--- src/rtl/binary_morph_frame_ctrl.sv ---
// Frame sequencer around a 3x3 binary morphology engine: admits one frame, flushes the
// engine with pad pixels, drops priming outputs and emits a bordered W*H frame.
module binary_morph_frame_ctrl #(
    parameter int unsigned    DW       = 24,
    parameter int unsigned    IMG_W    = 640,
    parameter int unsigned    IMG_H    = 480,
    parameter int unsigned    WIN_DLY  = IMG_W + 2,
    parameter logic [DW-1:0]  PAD_VAL  = '0,
    parameter logic [DW-1:0]  BORD_VAL = '0
) (
    input  logic          clk,
    input  logic          rst_n,
    input  logic [DW-1:0] s_data,
    input  logic          s_valid,
    input  logic          s_sof,
    output logic          s_ready,
    output logic [DW-1:0] eng_data,
    output logic          eng_en,
    input  logic [DW-1:0] eng_out_data,
    output logic [DW-1:0] m_data,
    output logic          m_valid,
    output logic          m_sof,
    output logic          m_eol,
    output logic          busy,
    output logic          frame_done,
    output logic          sof_err
);

    localparam int unsigned NPIX = IMG_W * IMG_H;
    localparam int unsigned KW   = $clog2(NPIX + WIN_DLY + 1);
    localparam int unsigned CW   = $clog2(IMG_W);
    localparam int unsigned RW   = $clog2(IMG_H);

    typedef enum logic [1:0] {IDLE, RUN, FLUSH, DONE} state_e;

    state_e          state_q, state_d;
    logic [KW-1:0]   k_q, k_d;
    logic [CW-1:0]   col_q, col_d;
    logic [RW-1:0]   row_q, row_d;
    logic            cap_vld_q, cap_vld_d;
    logic            cap_keep_q, cap_keep_d;
    logic [DW-1:0]   m_data_q, m_data_d;
    logic            m_valid_q, m_valid_d;
    logic            m_sof_q, m_sof_d;
    logic            m_eol_q, m_eol_d;
    logic            frame_done_q, frame_done_d;
    logic            sof_err_q, sof_err_d;
    logic            xfer;

    always_ff @(posedge clk) begin
        if (!rst_n) begin
            state_q      <= IDLE;
            k_q          <= '0;
            col_q        <= '0;
            row_q        <= '0;
            cap_vld_q    <= 1'b0;
            cap_keep_q   <= 1'b0;
            m_data_q     <= '0;
            m_valid_q    <= 1'b0;
            m_sof_q      <= 1'b0;
            m_eol_q      <= 1'b0;
            frame_done_q <= 1'b0;
            sof_err_q    <= 1'b0;
        end else begin
            state_q      <= state_d;
            k_q          <= k_d;
            col_q        <= col_d;
            row_q        <= row_d;
            cap_vld_q    <= cap_vld_d;
            cap_keep_q   <= cap_keep_d;
            m_data_q     <= m_data_d;
            m_valid_q    <= m_valid_d;
            m_sof_q      <= m_sof_d;
            m_eol_q      <= m_eol_d;
            frame_done_q <= frame_done_d;
            sof_err_q    <= sof_err_d;
        end
    end

    always_comb begin
        state_d = state_q;
        case (state_q)
            IDLE:    if (xfer && s_sof) state_d = RUN;
            RUN:     if (xfer && k_q == KW'(NPIX - 1)) state_d = FLUSH;
            FLUSH:   if (k_q == KW'(NPIX + WIN_DLY - 1)) state_d = DONE;
            DONE:    if (!cap_vld_q) state_d = IDLE;
            default: state_d = IDLE;
        endcase
    end

    always_comb begin
        s_ready  = (state_q == IDLE) || (state_q == RUN);
        busy     = (state_q != IDLE);
        xfer     = s_valid && s_ready;
        eng_en   = 1'b0;
        eng_data = '0;
        case (state_q)
            IDLE:    eng_en = xfer && s_sof;
            RUN:     eng_en = xfer;
            FLUSH:   eng_en = 1'b1;
            default: eng_en = 1'b0;
        endcase
        if (state_q == FLUSH) eng_data = PAD_VAL;
        else if (eng_en)      eng_data = s_data;
    end

    // k holds the index of the current enable; the capture stage runs one cycle behind it.
    always_comb begin
        k_d = k_q;
        if (state_q == IDLE) k_d = eng_en ? KW'(1) : '0;
        else if (eng_en)     k_d = k_q + KW'(1);

        cap_vld_d    = eng_en;
        cap_keep_d   = eng_en && (state_q != IDLE) && (k_q >= KW'(WIN_DLY));
        col_d        = col_q;
        row_d        = row_q;
        m_valid_d    = cap_keep_q;
        m_data_d     = '0;
        m_sof_d      = 1'b0;
        m_eol_d      = 1'b0;
        if (cap_keep_q) begin
            if (row_q == '0 || row_q == RW'(IMG_H - 1) || col_q == '0 || col_q == CW'(IMG_W - 1))
                m_data_d = BORD_VAL;
            else
                m_data_d = eng_out_data;
            m_sof_d = (row_q == '0) && (col_q == '0);
            m_eol_d = (col_q == CW'(IMG_W - 1));
            if (col_q == CW'(IMG_W - 1)) begin
                col_d = '0;
                row_d = (row_q == RW'(IMG_H - 1)) ? '0 : row_q + RW'(1);
            end else begin
                col_d = col_q + CW'(1);
            end
        end
        frame_done_d = (state_q == DONE) && !cap_vld_q;
        sof_err_d    = sof_err_q || ((state_q == RUN) && xfer && s_sof);
    end

    assign m_data     = m_data_q;
    assign m_valid    = m_valid_q;
    assign m_sof      = m_sof_q;
    assign m_eol      = m_eol_q;
    assign frame_done = frame_done_q;
    assign sof_err    = sof_err_q;

endmodule
--- config.mk ---
export PLATFORM = sky130hd
export DESIGN_NAME = binary_morph_frame_ctrl
export DESIGN_NICKNAME = d
export VERILOG_FILES = /design/src/rtl/binary_morph_frame_ctrl.sv
export SDC_FILE = /design/constraint.sdc
export NUM_CORES = 1
export LEC_CHECK = 0
export CAP_MARGIN = 20
export CORE_ASPECT_RATIO = 0.75
export CORE_UTILIZATION = 49
export DETAILED_ROUTE_END_ITERATION = 10
export PLACE_DENSITY = 0.95
export SYNTH_ARGS = -nofsm -noshare
export SYNTH_HDL_FRONTEND = slang
export SYNTH_SLANG_ARGS = --single-unit
--- constraint.sdc ---
create_clock -name clk -period 6.6 [get_ports clk]
set_clock_uncertainty 0.15 [all_clocks]
set_input_delay 1.32 -clock clk [delete_from_list [all_inputs] [get_ports clk]]
set_output_delay 1.32 -clock clk [all_outputs]
set_load 0.005 [all_outputs]
==> impl_metrics.csv <==
group,metric,value,unit
sta,final.setup.tns,0,ns
clocking,clkSinkCount,71,
hold_path,hold_class,"flip-flop to flip-flop",
detailed_routing,drc,0,
power,powerDensity,255.4,nW/um2
power,peakVddDrop,0.1773,mV
floorplan,rows,25,
finish,final_cell_area,4532,um2
finish,syn_to_final_growth,41.43,%
clocking,ctsResizeCount,0,
power,power_leakage,1.663,nW
sta,final-hold-violation-count,0,
floorplan,die_w,95.38,um
finish,multi_input_area,1682,um2
clocking,cts_tree,"yes",
clocking,cts_max_path_buffers,2,
finish,regArea,1421,um2
sta,setup_viol,0,
finish,fill_cells,449,
synth,synthAdderAreaFrac,4.686,%
power,switching_share,29.30,%
synth,synth_nets,419,
clocking,root_buffer,"clkbuf_8",
detailed_routing,wl,7550,um
clocking,cts_buffers,9,
worst_setup_path,crit_arrival,3.29,ns
synth,syn_area_per_cell,9.026,um2
synth,synth_xor_area_share,7.653,%
synth,synth_async_sr_flop_share,0,%
detailed_routing,drt-initial-drc-count,155,
place,place_area,4335,um2
floorplan,dieArea,6870,um2
power,power,1.158,mW
sta,maxSlewViolCount,0,
power,p_switching,339.2,uW
finish,drive_gt1_share,4.711,%
worst_setup_path,crit_type,"input pin to output port",
grt,grt_pass1_vias,2718,
run_status,outcome,"completed",
sta,max_freq,0.2099,GHz
power,seq_power_share,39.2,%
worst_setup_path,path_max_fanout,24,
place,place_hpwl,5591,um
sta,maxSlewHeadroom,47.79,%
floorplan,start_util,50.71,%
finish,diodes,0,
sta,finalCriticalPeriod,4.764,ns
finish,final_nets,526,
place,portBuffers,107,
place,routabilityCongestion,0.9225,
grt,overflow,0,
clocking,cts_hold_buf,0,
floorplan,die_y,72.03,um
synth,synth_cell_types,42,
synth,ys.flop_type,"dfxtp_1",
power,clock_power_share,29.7,%
clocking,path_clk_slew,0.08,ns
synth,synthSimpleGateAreaFrac,34.48,%
detailed_routing,wl_per_cell,13.78,um
worst_setup_path,start_kind,"input pin",
run,cap_violations,0,
synth,synth-compound-area-share,4.100,%
clocking,clkLatencyLatePin,0.34,ns
power,p_comb_share,31.1,%
detailed_routing,ant_nets,0,
grt,antenna_found_initial,0,
synth,synth_edf_count,0,
floorplan,fp.coreArea,6319,um2
clocking,htreeDepth,3,
clocking,cts_setup_buffers,0,
sta,worstMarginPinSlew,0.7808,ns
grt,grt_usage,22.31,%
worst_setup_path,crit_required,5.13,ns
synth,seq_area_frac_synth,44.36,%
power,p_int,818.4,uW
synth,synth_cells,355,
synth,synth_top_family_by_area,"simple AND/OR/NAND/NOR gates",
detailed_routing,drtPass1Iterations,4,
sta,rsz0062_at_grt,"false",
synth,synth_area,3204,um2
grt,grt_max_degree,25,
synth,synth_seq_cells,71,
floorplan,ioPinCount,108,
sta,finalCritPeriodShare,72.18,%
synth,synthMuxAreaShare,1.562,%
worst_setup_path,end_kind,"output port",
synth,synth_warnings,0,
detailed_routing,vias_per_cell,5.319,
detailed_routing,vias,2915,
grt,grt_pass1_wl,11900,um
[sequential cells by signal, indices dropped and copies added, names as in the netlist]
| register | count |
|---|---|
| m_data | 24 |
| k_q | 19 |
| col_q | 10 |
| row_q | 9 |
| state_q | 2 |
| cap_keep_q | 1 |
| cap_vld_q | 1 |
| frame_done | 1 |
| m_eol | 1 |
| m_sof | 1 |
| m_valid | 1 |
| sof_err | 1 |
[logic make-up (layout without fill, tap and decap cells)]
group	Yosys count	after routing
simple gates	194	194
flops	71	71
xor+xnor	28	28
buf+inv	25	137
compound gates	20	20
fa+ha+maj	12	12
mux	5	5
[critical path: stages]
cell	delay (ns)
clkdlybuf4s50_1	0.50
a21o_1	0.12
a21oi_1	0.06
buf_4	0.20
nor3_1	0.17
buf_4	0.25
and2_1	0.16
clkdlybuf4s50_1	0.52
[Yosys cell counts (8+ instances only)]
cell / number / area share, %
nor4_1: 12 / 2.3
nand3_1: 14 / 2.2
and2_1: 59 / 12
nor2_1: 30 / 3.5
clkbuf_1: 12 / 1.4
nand4_1: 8 / 1.6
ha_1: 12 / 4.7
dfxtp_1: 71 / 44
inv_1: 12 / 1.4
and3_1: 9 / 1.8
xnor2_1: 25 / 6.8
nand2_1: 22 / 2.6
nor3_1: 8 / 1.2
[final cells by class]
| cell class | instances | area share (%) |
|---|---|---|
| Multi-Input combinational cell | 259 | 37.11 |
| Clock buffer | 10 | 2.816 |
| Tap cell | 81 | 2.236 |
| Inverter | 12 | 0.9939 |
| Sequential cell | 71 | 31.36 |
| Clock inverter | 6 | 1.518 |
| Timing Repair Buffer | 109 | 23.96 |
[layer usage]
| layer | GRT usage (%) | part of all wire (%) | vias to the layer above |
|---|---|---|---|
| li1 | - | - | 1426 |
| met1 | 26.68 | 44 | 1335 |
| met4 | 6.965 | 0.90 | 0 |
| met5 | 0 | 0 | - |
| met3 | 8.281 | 10 | 6 |
| met2 | 37.30 | 44 | 148 |
[metrics by stage]
step / hold WS (ns) / setup slack, ns / utilization [%] / instances
floorplan: 0.3166 / 2.781 / - / 355
global placement: 0.3303 / 1.937 / 68.61 / 532
detailed placement: 0.3357 / 1.856 / 68.61 / 532
CTS: 0.3682 / 1.837 / 71.72 / 548
global route: 0.3939 / 1.760 / 71.72 / 548
finish: 0.3620 / 1.836 / 71.72 / 548
[placed cells by master, fill, tap and decap left out, types with 5 or more instances in the layout]
| cell type | count |
|---|---|
| nand3_1 | 14 |
| and3_1 | 9 |
| nor3_1 | 8 |
| clkbuf_8 | 9 |
| nor2b_1 | 6 |
| xnor2_1 | 25 |
| nand4_1 | 8 |
| dfxtp_1 | 71 |
| clkdlybuf4s50_1 | 107 |
| inv_1 | 12 |
| nand2_1 | 22 |
| mux2i_1 | 5 |
| and2_1 | 59 |
| nor2_1 | 30 |
| nor4b_1 | 6 |
| ha_1 | 12 |
| nor4_1 | 12 |
[power by group through the flow]
| stage | logic (mW) | registers (mW) | clock network, mW |
|---|---|---|---|
| after floorplan | 0.164 | 0.460 | 0 |
| after global placement | 0.347 | 0.462 | 0 |
| after detailed placement | 0.358 | 0.464 | 0 |
| after CTS | 0.362 | 0.454 | 0.354 |
| after global routing | 0.391 | 0.456 | 0.374 |
| final | 0.360 | 0.454 | 0.344 |
[worst paths after layout]
| kind | start | to | cells after the start | slack (ns) |
|---|---|---|---|---|
| worst min-delay path | sof_err | sof_err | 2 | 0.36 |
| worst max register to register | col_q[9] | m_data[3] | 4 | 4.33 |
| worst max-delay path | s_sof | eng_data[11] | 8 | 1.84 |
| worst min register to register | sof_err | sof_err | 2 | 0.36 |
Note: power is estimated with default switching activity, not from simulation.
